--- src/rtl/servo_pwm_pkg.sv ---
// rtl/servo_pwm_pkg.sv - shared defaults and sizing helper for the servo PWM block
//
// Purpose: default parameter values for servo_pwm_multi and its channel
// sub-module, plus a clog2 that never returns less than one bit.
// Ports: none (package).
package servo_pwm_pkg;

  localparam int DEF_N_CH        = 2;
  localparam int DEF_CMD_W       = 8;
  localparam int DEF_FRAME_CYC   = 2_000_000;
  localparam int DEF_MIN_CYC     = 100_000;
  localparam int DEF_MAX_CYC     = 200_000;
  localparam int DEF_STEP_CYC    = 392;
  localparam int DEF_NEUTRAL_CYC = 150_000;
  localparam int DEF_SLEW_CYC    = 0;

  // Bits needed to index v items, never below 1 so single-entry ranges stay legal.
  function automatic int clog2_min1(input int v);
    return (v <= 2) ? 1 : $clog2(v);
  endfunction

endpackage

--- src/rtl/servo_pwm_chan.sv ---
// rtl/servo_pwm_chan.sv - one servo channel: target, width, slew limiter, pulse compare
//
// Purpose: holds the commanded target and the width used by the running frame.
// The width only follows the target on the update cycle, optionally rate
// limited, so a command never disturbs a pulse already in progress.
// Ports:
//   clk, rst    - clock, synchronous active-high reset
//   enable_i    - 0 forces the pulse low
//   update_i    - high on the last cycle of a frame
//   fcnt_i      - frame counter value
//   wr_en_i     - load wr_val_i into the target
//   wr_val_i    - clamped pulse width from the command decoder
//   pwm_o       - registered pulse output
module servo_pwm_chan
  import servo_pwm_pkg::*;
#(
  parameter int FW          = clog2_min1(DEF_FRAME_CYC),
  parameter int NEUTRAL_CYC = DEF_NEUTRAL_CYC,
  parameter int SLEW_CYC    = DEF_SLEW_CYC
) (
  input  logic          clk,
  input  logic          rst,
  input  logic          enable_i,
  input  logic          update_i,
  input  logic [FW-1:0] fcnt_i,
  input  logic          wr_en_i,
  input  logic [FW-1:0] wr_val_i,
  output logic          pwm_o
);

  localparam logic [FW-1:0] NEUTRAL = FW'(NEUTRAL_CYC);
  localparam logic [FW-1:0] SLEW    = FW'(SLEW_CYC);

  logic [FW-1:0] target_q, target_d;
  logic [FW-1:0] width_q, width_d;
  logic [FW-1:0] mag;
  logic          pwm_q, pwm_d;

  always_comb begin
    target_d = target_q;
    if (wr_en_i) target_d = wr_val_i;
  end

  // Distance between target and current width, taken without sign so the
  // slew limit applies equally in both directions.
  always_comb begin
    mag = (target_q >= width_q) ? (target_q - width_q) : (width_q - target_q);
  end

  always_comb begin
    width_d = width_q;
    if (update_i) begin
      if (SLEW_CYC == 0 || mag <= SLEW) begin
        width_d = target_q;
      end else if (target_q > width_q) begin
        width_d = width_q + SLEW;
      end else begin
        width_d = width_q - SLEW;
      end
    end
  end

  always_comb begin
    pwm_d = enable_i && (fcnt_i < width_q);
  end

  always_ff @(posedge clk) begin
    if (rst) begin
      target_q <= NEUTRAL;
      width_q  <= NEUTRAL;
      pwm_q    <= 1'b0;
    end else begin
      target_q <= target_d;
      width_q  <= width_d;
      pwm_q    <= pwm_d;
    end
  end

  assign pwm_o = pwm_q;

endmodule

--- src/rtl/servo_pwm_multi.sv ---
// rtl/servo_pwm_multi.sv - multi-channel servo PWM generator with command port
//
// Purpose: free-running frame counter, command handshake and channel decode;
// each channel is a servo_pwm_chan instance.
// Ports:
//   clk, rst      - clock, synchronous active-high reset
//   enable        - 0 forces all pwm low, frame counter keeps running
//   cmd_valid     - command offered
//   cmd_ready     - command accepted when valid and ready are both high
//   cmd_ch        - target channel
//   cmd_data      - position command
//   cmd_err       - one-cycle pulse after accepting a command to a missing channel
//   pwm           - registered servo pulses, one per channel
//   frame_start   - registered one-cycle pulse aligned with the pwm rising edge
module servo_pwm_multi
  import servo_pwm_pkg::*;
#(
  parameter int N_CH        = DEF_N_CH,
  parameter int CMD_W       = DEF_CMD_W,
  parameter int FRAME_CYC   = DEF_FRAME_CYC,
  parameter int MIN_CYC     = DEF_MIN_CYC,
  parameter int MAX_CYC     = DEF_MAX_CYC,
  parameter int STEP_CYC    = DEF_STEP_CYC,
  parameter int NEUTRAL_CYC = DEF_NEUTRAL_CYC,
  parameter int SLEW_CYC    = DEF_SLEW_CYC
) (
  input  logic                        clk,
  input  logic                        rst,
  input  logic                        enable,
  input  logic                        cmd_valid,
  output logic                        cmd_ready,
  input  logic [clog2_min1(N_CH)-1:0] cmd_ch,
  input  logic [CMD_W-1:0]            cmd_data,
  output logic                        cmd_err,
  output logic [N_CH-1:0]             pwm,
  output logic                        frame_start
);

  localparam int CH_W = clog2_min1(N_CH);
  localparam int FW   = clog2_min1(FRAME_CYC);
  // Product width large enough that data*STEP_CYC never truncates before the clamp.
  localparam int PW   = CMD_W + 33;

  localparam logic [FW-1:0] LAST = FW'(FRAME_CYC - 1);

  logic [FW-1:0] fcnt_q, fcnt_d;
  logic          update;
  logic          accept;
  logic          ch_ok;
  logic [PW-1:0] raw_w;
  logic [FW-1:0] wr_val;
  logic          cmd_err_q, cmd_err_d;
  logic          frame_start_q, frame_start_d;

  assign update = (fcnt_q == LAST);

  always_comb begin
    fcnt_d = update ? '0 : fcnt_q + 1'b1;
  end

  // Commands are refused on the update cycle so a target write can never
  // race the width load.
  assign cmd_ready = ~rst & ~update;
  assign accept    = cmd_valid & cmd_ready;
  assign ch_ok     = (int'(cmd_ch) < N_CH);

  always_comb begin
    raw_w  = PW'(MIN_CYC) + PW'(cmd_data) * PW'(STEP_CYC);
    wr_val = (raw_w > PW'(MAX_CYC)) ? FW'(MAX_CYC) : raw_w[FW-1:0];
  end

  always_comb begin
    cmd_err_d     = accept & ~ch_ok;
    frame_start_d = (fcnt_q == '0);
  end

  always_ff @(posedge clk) begin
    if (rst) begin
      fcnt_q        <= '0;
      cmd_err_q     <= 1'b0;
      frame_start_q <= 1'b0;
    end else begin
      fcnt_q        <= fcnt_d;
      cmd_err_q     <= cmd_err_d;
      frame_start_q <= frame_start_d;
    end
  end

  assign cmd_err     = cmd_err_q;
  assign frame_start = frame_start_q;

  for (genvar g = 0; g < N_CH; g++) begin : g_chan
    servo_pwm_chan #(
      .FW          (FW),
      .NEUTRAL_CYC (NEUTRAL_CYC),
      .SLEW_CYC    (SLEW_CYC)
    ) u_chan (
      .clk      (clk),
      .rst      (rst),
      .enable_i (enable),
      .update_i (update),
      .fcnt_i   (fcnt_q),
      .wr_en_i  (accept && ch_ok && (cmd_ch == CH_W'(g))),
      .wr_val_i (wr_val),
      .pwm_o    (pwm[g])
    );
  end

endmodule

--- config.mk ---
export PLATFORM = sky130hd
export DESIGN_NAME = servo_pwm_multi
export DESIGN_NICKNAME = d
export VERILOG_FILES = /design/src/rtl/servo_pwm_pkg.sv /design/src/rtl/servo_pwm_chan.sv /design/src/rtl/servo_pwm_multi.sv
export SDC_FILE = /design/constraint.sdc
export NUM_CORES = 1
export LEC_CHECK = 0
export CORE_ASPECT_RATIO = 1.4
export CORE_MARGIN = 1
export CORE_UTILIZATION = 58
export CTS_BUF_LIST = sky130_fd_sc_hd__clkbuf_16
export DETAILED_ROUTE_END_ITERATION = 16
export DONT_BUFFER_PORTS = 1
export PLACE_DENSITY = 0.76
export SETUP_SLACK_MARGIN = 0.1
export SLEW_MARGIN = 20
export SYNTH_ARGS = -nofsm -noshare
export SYNTH_HDL_FRONTEND = slang
export SYNTH_SLANG_ARGS = --single-unit
--- constraint.sdc ---
create_clock -name clk -period 4.2 [get_ports clk]
set_input_delay 1.05 -clock clk [delete_from_list [all_inputs] [get_ports clk]]
set_output_delay 1.05 -clock clk [all_outputs]
set_load 0.02 [all_outputs]
==> results of run 1 <==
report_power, final:
group / switching [mW] / internal (mW)
Clock: 0.297 / 0.451
Sequential: 0.0213 / 0.826
Combinational: 0.395 / 0.355
sequential cells by signal, indices dropped and copies added, names as in the netlist:
| signal | cells |
|---|---|
| fcnt_q | 21 |
| g_chan.u_chan.width_q | 30 |
| frame_start | 1 |
| g_chan.u_chan.target_q | 30 |
| g_chan.u_chan.pwm_o | 2 |
cells in the final DEF (no fill, tap or decap), types with 3 or more instances in the layout:
cell / n
dfxtp_1: 84
nand2_1: 67
ha_1: 55
inv_1: 45
nor2_1: 42
a21oi_1: 39
buf_4: 26
o211ai_1: 21
nand3_1: 19
xor2_1: 18
a21o_1: 12
and3_1: 10
nand4_1: 10
xnor2_1: 10
a211oi_1: 10
clkbuf_16: 9
nand3_2: 5
nor2b_1: 5
mux2i_1: 5
o21ai_0: 5
ha_4: 5
nor4_1: 4
o21ai_1: 4
o31ai_1: 4
inv_2: 3
nand2b_1: 3
xor2_2: 3
nor3_1: 3
buf_6: 3
cell families (layout without fill, tap and decap cells):
group / after synthesis / count (layout) / share of synthesized area
and+or+nand+nor: 188 / 188 / 0.1958
AOI/OAI and AO/OA: 120 / 120 / 0.1672
DFF: 84 / 84 / 0.3373
buffers and inverters: 73 / 91 / 0.06124
adders and majority gates: 64 / 64 / 0.1652
xor gates and xnor gates: 33 / 33 / 0.06250
muxes: 5 / 5 / 0.01004
other: 1 / 1 / 0.0007523
layer usage:
metal	vias up	wire length [um]	GRT usage
li1	2018	-	-
met1	1922	4336	0.2773
met2	115	6113	0.4825
met3	25	449	0.05246
met4	0	375	0.1190
met5	-	0	0
final timing paths:
path,slack (ps),end
min,450,g_chan[1].u_chan.width_q[16]
max reg2reg,1310,g_chan[1].u_chan.target_q[12]
max,180,g_chan[1].u_chan.target_q[10]
min reg2reg,450,g_chan[1].u_chan.width_q[16]
cell type report:
type,instances,area (um2),area share
Clock buffer,9,225.2,0.03967
Clock inverter,6,57.56,0.01014
Inverter,47,176.4,0.03107
Multi-Input combinational cell,411,3181,0.5602
Sequential cell,84,1682,0.2962
Tap cell,102,127.6,0.02248
Timing Repair Buffer,29,229.0,0.04033
stage by stage:
step	instances	hold slack, ps
finish	688	448.4
global route	688	459.8
CTS	685	448.8
detailed placement	670	440.6
global placement	670	437.6
floorplan	568	431.2
what timing repair did:
item,in CTS,in global routing
setup endpoints to repair,0,15
resized for setup,0,20
buffers inserted,0,3
worst min-delay path, stage by stage (launching register included):
cell and delay, ps:
dfxtp_1 310, nand2_1 50, a21oi_1 50
==> metrics.csv, run 1 <==
metric;value;unit
asr flop ratio synth;0;
reg-to-reg startpoint;fcnt_q[0];
Core Util, Final;0.6885;
layout cells sized above 1;0.1451;
critical path depth;13;
Place WS;-201.1;ps
peak supply drop;280.9;uV
syn nets;645;
final WL;11280;um
core area;0.008247;mm2
worst path required time;4440;ps
FF+latch count, synth;84;
Setup crit end kind;register;
drt pass-1 iters;6;
P&R area growth vs syn;13.91;%
Syn Std Cell Area;0.004985;mm2
hold_buf cts;0;
global-route wire length before repair;18240;um
Yosys cell types;59;
H-tree depth;3;
initial antenna violation count;0;
Antenna Nets Post-Route;0;
Max Slew Vio Count;0;
Clock Pin Slew Worst Setup and Hold Paths;60;ps
Post-Synthesis Cells;568;
min Tclk post-route;4018;ps
Slew @ Worst Pin;589.0;ps
worst endpoint data arrival time;4260;ps
via count of the routed design;4080;
largest cells by area after synthesis;dfxtp_1 34%, ha_1 15%, nand2_1 5.1%;
GR Overflow Total;0;
CTS Sinks;84;
Lkg Pwr;2.498;nW
most frequent CP cell;ha_4;
Synth top area share;0.3373;
Max Cap Viol;0;
wire length per cell;16.39;um
# diodes;0;
count leader, synth;dfxtp_1;
slowest CP cell;fa_1;
Placer Congestion;0.8039;
Worst Hold Class;register to register;
largest area contributor in the netlist;dfxtp_1;
io pins;18;
status;finished clean;
RSZ-0062 raised after global routing;false;
Vias/cell;5.930;
r2r worst-path depth;9;
sequential cell area fraction in the yosys report;0.3373;
slew margin rel.;0.6063;
hold path startpoint;g_chan[1].u_chan.width_q[16];
fmax;248.9;MHz
number of synthesized flops with an enable pin;0;
number of global-route vias before repair;3988;
power consumption;2.346;mW
Fin. Hold Viols;0;
final worst slack;181.8;ps
crit path buf inv count;2;
Initial Util;0.6045;
CP max stage delay;590;ps
TritonCTS clock tree;yes;
endpoints failing setup;0;
Root Driver;clkbuf_16;
Post-synth top cells;84 x dfxtp_1, 68 x nand2_1, 61 x ha_1;
Layout Skew;4.863;ps
total negative slack;0;ps
Placement Rows;39;
Residual DRC;0;
Finished Cell Area;0.005678;mm2
kind of critical path;primary input to register;
DP Wirelength;8244;um
Placed Area;0.005243;mm2
chip width;80.35;um
Crit Path Max Fanout;7;
Final period util;0.9567;
top_reg_cell synth;dfxtp_1;
# fillers;638;
Mapped Avg Cell Area;8.776;um2
CTS Buffer Depth;2;
Starting DRT DRC Count;147;
Die Y;111.7;um
latest clock arrival within the worst-skew pair;330;ps
CP delay by family, top;compound AO/OA/AOI/OAI gates;
PwrDens;413.2;mW/mm2
hold path depth;2;
CP cell instances;inv_2 > ha_4 > inv_2 > fa_1 > ha_4 > ha_4 > a211o_1 > and3_4 > o311ai_4 > nand4_1 > a21o_1 > a32o_2 > a311oi_2;
largest net degree at the start of global routing;47;
Startpoint Class;primary input;
Worst Setup SP;cmd_data[3];
nets;659;
yosys synthesis warning count;0;
Port Buffers;0;
Total Routing Usage GR;0.2620;
CTS Buf Count;9;
die area;0.008974;mm2
Note: power is estimated with default switching activity, not from simulation.
==> run 2: changes to the inputs <==
- CORE_UTILIZATION: 58 -> 59
- PLACE_DENSITY: 0.76 -> 0.78
- SYNTH_HIERARCHICAL: not set -> 1
==> metrics.csv, run 2 <==
metric;value;unit;change
status;complete, but fails checks;;
failing checks;setup timing;;
wire length per cell;16.15;um;-1.5%
Core Util, Final;0.7129;;+0.02441
worst endpoint data arrival time;4560;ps;+300 ps
PwrDens;412.6;mW/mm2;-0.13%
Total Routing Usage GR;0.2701;;+0.008081
R2R Setup Slk;1280;ps;-30 ps
min Tclk post-route;4268;ps;+250.0 ps
Setup crit end kind;register;;
TritonCTS clock tree;yes;;
final worst slack;-68.19;ps;-250.0 ps
Finished Cell Area;0.007134;mm2;+26%
power consumption;2.944;mW;+25%
hold worst-path end;g_chan[0].u_chan/target_q[5];;
Final period util;1.016;;+0.05953
global-route wire length before repair;22470;um;+23%
CTS Sinks;108;;+29%
count leader, synth;dfxtp_1;;
via count of the routed design;4878;;+20%
Antenna Nets Post-Route;0;;unchanged
nets;806;;+22%
sequential cell area fraction in the yosys report;0.3528;;+0.01545
Root Driver;clkbuf_16;;
io pins;18;;unchanged
layout cells sized above 1;0.1508;;+0.005710
RSZ-0062 raised after global routing;true;;
most common cell after layout, fill and taps aside;dfxtp_1;;
Synth top area share;0.3528;;+0.01545
Lkg Pwr;3.045;nW;+22%
fmax;234.3;MHz;-5.9%
largest area contributor in the netlist;dfxtp_1;;
asr flop ratio synth;0;;unchanged
FF+latch count, synth;108;;+29%
Die Y;122.6;um;+9.8%
Starting DRT DRC Count;176;;+20%
Post-Synthesis Cells;679;;+20%
Post-synth top cells;108 x dfxtp_1, 96 x nor2_1, 72 x ha_1;;
Worst Hold Class;register to register;;
DP Wirelength;9986;um;+21%
core area;0.01001;mm2;+21%
hold_buf cts;0;;unchanged
Syn Std Cell Area;0.006128;mm2;+23%
Yosys cell types;56;;-5.1%
endpoints failing setup;15;;+15
initial antenna violation count;0;;unchanged
latest clock arrival within the worst-skew pair;350;ps;+20 ps
Max Cap Viol;0;;unchanged
CTS Buf Count;9;;unchanged
GR Overflow Total;0;;unchanged
Mapped Avg Cell Area;9.026;um2;+2.8%
H-tree depth;3;;unchanged
CTS Buffer Depth;2;;unchanged
Max Slew Vio Count;0;;unchanged
worst path required time;4490;ps;+50 ps
Crit Path Max Fanout;5;;-2
final WL;13860;um;+23%
Placement Rows;43;;+10%
Placed Area;0.006664;mm2;+27%
Port Buffers;0;;unchanged
drt pass-1 iters;5;;-1
hold path startpoint;g_chan[0].u_chan/target_q[5];;
Residual DRC;0;;unchanged
Layout Skew;11.31;ps;+6.447 ps
Place WS;-375.0;ps;-173.8 ps
largest cells by area after synthesis;dfxtp_1 35%, ha_1 15%, mux2i_1 11%;;
Fin. Hold Viols;0;;unchanged
slew margin rel.;0.5189;;-0.08734
# fillers;775;;+21%
reg-to-reg startpoint;fcnt_q[2];;
die area;0.01080;mm2;+20%
largest net degree at the start of global routing;60;;+28%
Largest regs;g_chan.u_chan/target_q: 42 flops, g_chan.u_chan/width_q: 42 flops, fcnt_q: 21 flops;;
Initial Util;0.6124;;+0.007942
kind of critical path;primary input to register;;
Vias/cell;5.685;;-4.1%
Startpoint Class;primary input;;
most frequent cells in the layout;108 x dfxtp_1, 90 x nor2_1, 70 x mux2i_1, 66 x ha_1, 56 x inv_1;;
number of synthesized flops with an enable pin;0;;unchanged
Slew @ Worst Pin;721.6;ps;+132.7 ps
number of global-route vias before repair;4890;;+23%
peak supply drop;385.5;uV;+37%
# diodes;0;;unchanged
hold path depth;2;;unchanged
r2r worst-path depth;10;;+1
Placer Congestion;0.8222;;+2.3%
top_reg_cell synth;dfxtp_1;;
Worst Setup SP;cmd_data[1];;
FF-to-FF End;g_chan[1].u_chan/target_q[14];;
P&R area growth vs syn;16.41;%;
yosys synthesis warning count;6;;+6
Clock Pin Slew Worst Setup and Hold Paths;70;ps;about the same
chip width;88.14;um;+9.7%
## run 2: how the worst max path moves through the flow
stage,end,slack [ps],depth (start not counted)
floorplan,g_chan[0].u_chan/target_q[8],-130,15
global placement,g_chan[0].u_chan/target_q[13],-220,15
detailed placement,g_chan[1].u_chan/target_q[5],-370,16
CTS,g_chan[1].u_chan/target_q[5],10,15
global route,g_chan[1].u_chan/target_q[5],-220,16
finish,g_chan[0].u_chan/target_q[13],-70,16
## run 2: repair_timing
item	CTS	global route
gates resized for setup	3	18
cloned	0	1
pin swaps	2	8
setup endpoints to repair	21	28
buffers inserted	1	4
## run 2: cells by family (layout without fill, tap and decap cells)
group | Yosys count | count (layout) | synth area share
and+or+nand+nor | 228 | 228 | 0.1737
DFF | 108 | 108 | 0.3528
buffers and inverters | 82 | 113 | 0.05227
AOI/OAI and AO/OA | 84 | 85 | 0.1047
other | 1 | 13 | 0.0006119
xor gates and xnor gates | 30 | 30 | 0.04287
muxes | 71 | 71 | 0.1162
adders and majority gates | 75 | 75 | 0.1568
## run 2: area by class of cell
type                            instances  area (um2)  area share
Inverter                               58       217.7     0.03052
Tap cell                              135       168.9     0.02368
Multi-Input combinational cell        502        3961      0.5552
Clock inverter                          7       98.84     0.01385
Clock buffer                            9       225.2     0.03157
Sequential cell                       108        2162      0.3031
Timing Repair Buffer                   39       300.3     0.04209
## run 2: through the flow
step | hold slack, ps | TNS (ps) | std cells
floorplan | 442.0 | -2523 | 691
CTS | 477.9 | 0 | 854
finish | 475.6 | -472.5 | 858
global route | 490.1 | -3177 | 858
global placement | 456.0 | -4449 | 837
detailed placement | 460.0 | -8102 | 837
## run 2: routing by layer
metal  up-vias  share of wire  track usage
met4         0          0.040       0.1300
met5         -              0            0
met1      2306           0.39       0.2774
met2       126           0.54       0.5174
met3        39          0.032      0.04438
li1       2407              -            -
## run 2: report_power, final
group          internal [mW]  switching, mW  total (mW)
registers               1.06         0.0269        1.09
logic                  0.468          0.482       0.950
clock network          0.527          0.381       0.909
total                   2.05          0.890        2.94
## run 2: critical path: stages
cell and delay, ps:
ha_4 220, fa_1 540, ha_1 230, ha_2 180, inv_2 60, fa_2 450
nor2b_4 160, a211oi_4 290, a21boi_4 250, nand4_1 150, o211ai_4 250, buf_6 130
a32oi_4 150, nor2_2 210, mux2i_1 100, nor2_1 120
==> run 3: changes to the inputs <==
- CAP_MARGIN: not set -> 20
==> results of run 3 <==
No change in the layout: final DEF, timing and power equal those of run 2.
